<file path="src/rtl/pcap_frame_sequencer.sv">
// pcap_frame_sequencer
//
// Takes bytes from a first-word fall-through FIFO holding a raw pcap capture
// file and passes them to the UDP parser FIFO. The 24-byte global header is
// skipped once after reset. Each 16-byte record header is consumed and its
// incl_len field captured. Records of 1..MAX_FRAME_BYTES bytes are forwarded
// with sof/eof framing. Zero-length and oversized records are dropped.
//
// Ports:
//   clock, reset          system clock, synchronous active-high reset
//   din, empty, rd_en     input FIFO head byte, empty flag, pop strobe
//   dout, wr_en, full     parser FIFO byte, push strobe, full flag
//   out_sof, out_eof      first / last byte of a forwarded frame
//   frame_count           frames forwarded (wraps)
//   drop_count            records dropped (wraps)
//   busy                  inside a record (partial header, payload or drop)
//
// state      | meaning
// GLOBAL_HDR | skipping the global file header
// REC_HDR    | reading a record header, capturing incl_len
// PAYLOAD    | forwarding incl_len frame bytes to the parser
// DROP       | discarding incl_len bytes of an oversized record

module pcap_frame_sequencer #(
    parameter int unsigned PCAP_HEADER_BYTES      = 24,
    parameter int unsigned PCAP_DATA_HEADER_BYTES = 16,
    parameter int unsigned INCL_LEN_OFFSET        = 8,
    parameter int unsigned MAX_FRAME_BYTES        = 1518,
    parameter int unsigned DATA_WIDTH             = 8,
    parameter int unsigned COUNT_WIDTH            = 16
) (
    input  logic                   clock,
    input  logic                   reset,
    input  logic [DATA_WIDTH-1:0]  din,
    input  logic                   empty,
    output logic                   rd_en,
    output logic [DATA_WIDTH-1:0]  dout,
    output logic                   wr_en,
    output logic                   out_sof,
    output logic                   out_eof,
    input  logic                   full,
    output logic [COUNT_WIDTH-1:0] frame_count,
    output logic [COUNT_WIDTH-1:0] drop_count,
    output logic                   busy
);

    typedef enum logic [1:0] {
        GLOBAL_HDR,
        REC_HDR,
        PAYLOAD,
        DROP
    } state_t;

    localparam logic [31:0] GH_LAST = 32'(PCAP_HEADER_BYTES - 1);
    localparam logic [31:0] RH_LAST = 32'(PCAP_DATA_HEADER_BYTES - 1);
    localparam logic [31:0] LEN_LO  = 32'(INCL_LEN_OFFSET);
    localparam logic [31:0] LEN_HI  = 32'(INCL_LEN_OFFSET + 3);
    localparam logic [31:0] MAX_LEN = 32'(MAX_FRAME_BYTES);
    localparam logic [1:0]  OFF_LSB = 2'(INCL_LEN_OFFSET % 4);

    state_t      state;
    logic [31:0] byte_cnt;
    logic [31:0] incl_len;
    logic [31:0] incl_len_next;
    logic [1:0]  len_sel;
    logic        last_len;

    // incl_len including the byte currently at the FIFO head, so the decision
    // on the final header byte sees the complete field wherever it sits.
    always_comb begin
        incl_len_next = incl_len;
        len_sel       = byte_cnt[1:0] - OFF_LSB;
        if (state == REC_HDR && byte_cnt >= LEN_LO && byte_cnt <= LEN_HI)
            incl_len_next[{len_sel, 3'b000} +: 8] = din[7:0];
    end

    assign last_len = (byte_cnt == incl_len - 32'd1);

    // Handshake is combinational so a byte moves from FIFO head to parser in
    // the same cycle. Everything is forced low while reset is held.
    always_comb begin
        rd_en   = 1'b0;
        wr_en   = 1'b0;
        out_sof = 1'b0;
        out_eof = 1'b0;
        if (!reset) begin
            case (state)
                PAYLOAD: begin
                    rd_en   = !empty && !full;
                    wr_en   = rd_en;
                    out_sof = rd_en && (byte_cnt == 32'd0);
                    out_eof = rd_en && last_len;
                end
                default: rd_en = !empty;
            endcase
        end
    end

    assign dout = reset ? '0 : din;
    assign busy = !reset && ((state == REC_HDR && byte_cnt != 32'd0) ||
                             state == PAYLOAD || state == DROP);

    always_ff @(posedge clock) begin
        if (reset) begin
            state       <= GLOBAL_HDR;
            byte_cnt    <= '0;
            incl_len    <= '0;
            frame_count <= '0;
            drop_count  <= '0;
        end else if (rd_en) begin
            case (state)
                GLOBAL_HDR: begin
                    if (byte_cnt == GH_LAST) begin
                        byte_cnt <= '0;
                        state    <= REC_HDR;
                    end else begin
                        byte_cnt <= byte_cnt + 32'd1;
                    end
                end
                REC_HDR: begin
                    incl_len <= incl_len_next;
                    if (byte_cnt == RH_LAST) begin
                        byte_cnt <= '0;
                        if (incl_len_next == 32'd0)
                            drop_count <= drop_count + 1'b1;
                        else if (incl_len_next > MAX_LEN)
                            state <= DROP;
                        else
                            state <= PAYLOAD;
                    end else begin
                        byte_cnt <= byte_cnt + 32'd1;
                    end
                end
                PAYLOAD: begin
                    if (last_len) begin
                        byte_cnt    <= '0;
                        frame_count <= frame_count + 1'b1;
                        state       <= REC_HDR;
                    end else begin
                        byte_cnt <= byte_cnt + 32'd1;
                    end
                end
                DROP: begin
                    if (last_len) begin
                        byte_cnt   <= '0;
                        drop_count <= drop_count + 1'b1;
                        state      <= REC_HDR;
                    end else begin
                        byte_cnt <= byte_cnt + 32'd1;
                    end
                end
                default: state <= GLOBAL_HDR;
            endcase
        end
    end

endmodule

</file>
<file path="config.mk">
export PLATFORM = sky130hd
export DESIGN_NAME = pcap_frame_sequencer
export DESIGN_NICKNAME = d
export VERILOG_FILES = /design/src/rtl/pcap_frame_sequencer.sv
export SDC_FILE = /design/constraint.sdc
export NUM_CORES = 1
export LEC_CHECK = 0
export BUFFER_PORTS_ARGS = -buffer_cell sky130_fd_sc_hd__buf_4
export CELL_PAD_IN_SITES_DETAIL_PLACEMENT = 0
export CELL_PAD_IN_SITES_GLOBAL_PLACEMENT = 1
export CORE_MARGIN = 1
export CORE_UTILIZATION = 41
export CTS_CLUSTER_SIZE = 24
export DETAILED_ROUTE_END_ITERATION = 6
export HOLD_SLACK_MARGIN = 0.02
export PLACE_DENSITY_LB_ADDON = 0.1
export SLEW_MARGIN = 20
export SYNTH_ARGS = -nofsm -noshare
export SYNTH_HDL_FRONTEND = slang
export SYNTH_SLANG_ARGS = --single-unit
</file>
<file path="constraint.sdc">
create_clock -name clock -period 3.2 [get_ports clock]
set_input_delay 0 -clock clock [delete_from_list [all_inputs] [get_ports clock]]
set_output_delay 0 -clock clock [all_outputs]
set_load 0.1 [all_outputs]
</file>
# Yosys cells after proc, flatten, opt, wreduce, memory -nomap -nowiden
# Cells that the tools add are included.
# totals
reg_bits	98
input_bits	12
output_inout_bits	45
wordCells	74
# classes
n_addsub	5
order_cmp	3
eq_ne	12
shifts	2
muxes	25
reduce_logical	22
# op_table
operator	n
$mux W32	4
$pmux W32 S3	1
$logic_not A32 Y1	2
$mux W16	3
$add A16 B1 Y16 const B	2
$add A32 B1 Y32 const B	1
$bwmux W32	1
$eq A32 B32 Y1	1
$eq A32 B4 Y1 const B	1
$eq A32 B5 Y1 const B	1
$ge A32 B4 Y1 const B	1
$gt A32 B11 Y1 const B	1
$le A32 B4 Y1 const B	1
$pmux W16 S2	1
$reduce_bool A32 Y1	1
$shift A8 B7 Y32 const A	1
$shiftx A8 B7 Y32	1
$sub A32 B1 Y32 const B	1
$reduce_and A5 Y1	2
$mux W1	9
$mux W2	4
$mux W8	1
$logic_and A1 B1 Y1	7
$neg A5 Y7	1
12 further kinds	20

# Longest topological paths before layout
# logic_depth
word_depth	9
depth_mapped	14
mapped_depth_nobuf	10

# Worst setup path after synthesis
# OpenSTA, ideal clock, no wires.
# synth_timing
kind	register -> output
start	register incl_len[20]
end	output port out_eof
t_arrival_ps	3198
t_required_ps	3200
setup_slack_ps	2
path_stages_with_launch	10
path_buffers	2
cell_sequence	dfxtp_1 > buf_4 > or4_1 > or4_1 > buf_2 > a2111oi_4 > mux2i_1 > or4_1 > nor2_1 > and4_1
# synth_via
elab_chain_len	5
# synth_lines
item	line_no	source
start: declaration	63	logic [31:0] incl_len;
start signal: assignment	121	incl_len <= incl_len_next;
$sub A32 B1 Y32	77	assign last_len = (byte_cnt == incl_len - 32'd1);
$eq A32 B32 Y1	77	
$logic_and A1 B1 Y1	92	out_eof = rd_en && last_len;
$mux W1	87	case (state)
$mux W1	86	if (!reset) begin
end: declaration	40	output logic out_eof,
# No other way between the ends.

# Final worst setup path
# layout_timing
start	register incl_len[1]
end	register frame_count[9]
# layout_via
elab_chain_len	3
# layout_lines
item	line_no	source
$sub A32 B1 Y32	77	
$eq A32 B32 Y1	77	
$reduce_and A3 Y1 (no line)	-	
end signal: assignment	137	frame_count <= frame_count + 1'b1;
end: declaration	42	output logic [COUNT_WIDTH-1:0] frame_count,
# No other way between the ends.
# A chain may end at the register's enable or synchronous reset.

==> flow_summary.toml <==
[placed_design]
routabilityCongestion = 0.917
dp_worst_setup_slack_ns = -0.141
io_buffer_count = 56
dp.final_hpwl_um = 15800

[synth]
yosysUniqueCellTypes = 65
mappedNetlistNets = 880
ys_async_sr_fraction_pct = 0
ys_seq_area_share_pct = 29.2
syn_area_per_cell_um2 = 7.80
total_of_flip_flops_plus_latches_after_synthesis = 98
synth-edff-count = 0
synth_flop_cell = "sky130_fd_sc_hd__dfxtp_1"
synth.cell_area_um2 = 6710
count_of_warnings_emitted_by_yosys = 0
syn-instance-count = 860

[timing]
fin_crit_ns = 3.19
fin_worst_skew_ns = 0.0125
maxSlewHeadroom_pct = 43.2
setup-violations-final = 0
report.final.slew_viol_count = 0
worst_slack_ns = 0.00957
fin_crit_sh_pct = 99.7
worst_pin_slew_ns = 0.849
max_clock_freq_mhz = 313
report.final.hold_viol_count = 0
rsz0062_at_grt = "true"

[global_routing]
grt_max_degree = 63
via_count_of_the_first_global_routing_pass = 6644
grtUsageTotal_pct = 26.4
wire_length_of_the_first_global_routing_pass_um = 34400
antenna_violations_before_repair = 0
global_route.overflow_total = 0

[worst_setup_path]
worstPathMaxFanout = 6
critical_path_arrival_ns = 3.41
critical_path_sink_type = "flip-flop"
critical_path.startpoint_type = "flip-flop"
timing_worst_setup_path_type = "flip-flop to flip-flop"
worstPathRequired_ns = 3.42

[drt]
viasPerCell = 5.85
detail_route.drc_violations = 0
detailedRoute.firstPassIterationCount = 5
initialDrtViolationCount = 333
route.antenna.remaining_nets = 0
route.vias.total = 6934
detail_route.wl_per_cell_um = 18.6
wl_um = 22000

[floorplanning]
horizontal_extent_of_the_die_um = 130
die_area_um2 = 16900
rows = 46
die_height_um = 130
design.core.area_um2 = 15900
design.portCount = 57
initial_utilization_pct = 42.1

[finish]
multi_input_area_um2 = 4790
drive_gt1_share_pct = 27.8
area.sequential_um2 = 1970
antenna_cells_inserted = 0
fillCellCount = 1539
final_net_count = 985
area_growth_syn_to_layout_pct = 31.5

[pwr]
power_switching_share_pct = 26.8
power.static_leakage_nw = 3.37
sw_pwr_mw = 0.675
clock_power_share_pct = 42.3
p_total_mw = 2.52
share_seq_of_total_power_pct = 48.6
pwr_density_cell_nw_per_um2 = 286
proportion_of_power_drawn_by_combinational_gates_pct = 9.1
irDropWorstVdd_mv = 0.236
power_report.internal_total_mw = 1.85

[clocking]
clock_pin_slew_of_the_registers_on_the_worst_case_setup_and_hold_paths_ns = 0.07
cts-root-buf = "sky130_fd_sc_hd__clkbuf_16"
worst_skew_pair.late_latency_ns = 0.36
inserted_clock_buffers = 9
cts_tree = "yes"
number_of_clock_sinks = 98
clockBufferDepth = 2
cts.htree.levels = 3

[status]
result_of_the_run = "finished clean"

[run]
drv.max_cap_violation_count = 0

[hold_path]
hold_path.class = "primary input to flip-flop"
-- area by class of cell --
| cell class | instances | area share [%] |
|---|---|---|
| Sequential cell | 98 | 22.3 |
| Tap cell | 216 | 3.06 |
| Clock inverter | 4 | 0.397 |
| Inverter | 21 | 0.893 |
| Clock buffer | 12 | 2.79 |
| Multi-Input combinational cell | 663 | 54.3 |
| Timing Repair Buffer | 172 | 16.3 |
-- logic make-up (layout without fill, tap and decap cells) --
group                      after synthesis  after routing  synth area share, %
muxes                                   30             30                 4.85
DFF                                     98             98                 29.2
xor gates and xnor gates                65             65                 8.49
buffers and inverters                   99            209                 6.10
and+or+nand+nor                        404            404                 32.1
AOI/OAI and AO/OA                      156            156                 17.8
adders and majority gates                8              8                 1.49
-- synth_stat cells (27+ instances only) --
library cell,instances,area [µm²]
sky130_fd_sc_hd__xnor2_1,32,280
sky130_fd_sc_hd__nor4_1,29,181
sky130_fd_sc_hd__nor2_1,64,240
sky130_fd_sc_hd__dfxtp_1,98,1960
sky130_fd_sc_hd__nand3_1,62,310
sky130_fd_sc_hd__a211oi_1,31,233
sky130_fd_sc_hd__xor2_1,33,289
sky130_fd_sc_hd__nand4_1,33,206
sky130_fd_sc_hd__nand2_1,81,304
sky130_fd_sc_hd__clkbuf_1,59,221
sky130_fd_sc_hd__o21ai_0,27,135
-- layer usage --
layer,share of wire (%),track usage (%)
met2,50,46.9
met3,3.9,2.54
met1,42,31.8
met4,3.5,12.7
met5,0,0
-- worst paths after layout --
| check | startpoint | endpoint | slack, ns | cells past startpoint |
|---|---|---|---|---|
| min reg2reg | byte_cnt[0] | byte_cnt[0] | 0.50 | 2 |
| min | reset | byte_cnt[7] | 0.11 | 2 |
| max reg2reg | incl_len[1] | frame_count[9] | 0.01 | 16 |
| max | incl_len[1] | frame_count[9] | 0.01 | 16 |
-- stage by stage --
step	area (µm²)	hold slack [ns]	cells	util [%]	TNS, ns
3_5_place_dp	7850	0.311	1154	49.2	-1.30
3_3_place_gp	7850	0.312	1154	49.2	-0.660
5_1_grt	8820	0.150	1186	55.3	-4.00
2_1_floorplan	6710	0.126	860	-	0
4_1_cts	8380	0.110	1181	52.6	-0.0253
6_report	8820	0.106	1186	55.3	0
-- critical path, stage by stage, from the launching register on --
cell and delay, ns:
sky130_fd_sc_hd__dfxtp_2 0.33, sky130_fd_sc_hd__inv_2 0.06, sky130_fd_sc_hd__ha_4 0.14, sky130_fd_sc_hd__buf_6 0.09, sky130_fd_sc_hd__or4b_4 0.46, sky130_fd_sc_hd__buf_6 0.15
sky130_fd_sc_hd__a211o_1 0.28, sky130_fd_sc_hd__a21oi_2 0.15, sky130_fd_sc_hd__o22ai_2 0.09, sky130_fd_sc_hd__and3b_1 0.23, sky130_fd_sc_hd__nand4_1 0.09, sky130_fd_sc_hd__buf_6 0.15
sky130_fd_sc_hd__buf_12 0.13, sky130_fd_sc_hd__buf_16 0.14, sky130_fd_sc_hd__buf_8 0.13, sky130_fd_sc_hd__o311ai_4 0.29, sky130_fd_sc_hd__o41ai_2 0.14
-- power groups by stage --
stage	logic [mW]	registers, mW	clock network (mW)
2_1_floorplan	0.142	1.25	0
3_3_place_gp	0.212	1.25	0
3_5_place_dp	0.215	1.25	0
4_1_cts	0.225	1.23	1.09
5_1_grt	0.247	1.23	1.13
6_report	0.230	1.23	1.07
-- registers in the layout, summed over array words and instances (netlist names) --
| name | flops |
|---|---|
| incl_len | 32 |
| frame_count | 16 |
| byte_cnt | 32 |
| state | 2 |
| drop_count | 16 |
-- cell usage in the layout, fill, tap and decap left out, types with 7 or more instances in the layout --
| cell | instances |
|---|---|
| sky130_fd_sc_hd__nor4_1 | 23 |
| sky130_fd_sc_hd__buf_4 | 148 |
| sky130_fd_sc_hd__nor2_1 | 64 |
| sky130_fd_sc_hd__nand3_1 | 62 |
| sky130_fd_sc_hd__nand4_1 | 33 |
| sky130_fd_sc_hd__nor3_1 | 20 |
| sky130_fd_sc_hd__nor2b_1 | 25 |
| sky130_fd_sc_hd__or3_1 | 7 |
| sky130_fd_sc_hd__mux2i_1 | 10 |
| sky130_fd_sc_hd__xor2_1 | 33 |
| sky130_fd_sc_hd__o21ai_0 | 27 |
| sky130_fd_sc_hd__dfxtp_1 | 95 |
| sky130_fd_sc_hd__a22o_1 | 7 |
| sky130_fd_sc_hd__clkbuf_16 | 10 |
| sky130_fd_sc_hd__inv_1 | 18 |
| sky130_fd_sc_hd__and3_1 | 14 |
| sky130_fd_sc_hd__xnor2_1 | 32 |
| sky130_fd_sc_hd__a211oi_1 | 30 |
| sky130_fd_sc_hd__o41ai_2 | 8 |
| sky130_fd_sc_hd__or2_2 | 14 |
| sky130_fd_sc_hd__mux2_4 | 11 |
| sky130_fd_sc_hd__nand2_1 | 81 |
| sky130_fd_sc_hd__ha_1 | 7 |
| sky130_fd_sc_hd__dlygate4sd3_1 | 9 |
| sky130_fd_sc_hd__buf_6 | 8 |
| sky130_fd_sc_hd__and4_1 | 9 |
| sky130_fd_sc_hd__a21oi_1 | 11 |
| sky130_fd_sc_hd__nand2b_1 | 7 |
-- repair_timing --
action / 4_1_cts / 5_1_grt
setup endpoints to repair: 57 / 66
setup buffers: 1 / 4
endpoints found under the hold margin: 27 / 0
cloned: 1 / 1
hold buffers: 9 / 0
gates resized for setup: 26 / 68
pin swaps: 4 / 10
Note: power is estimated with default switching activity, not from simulation.
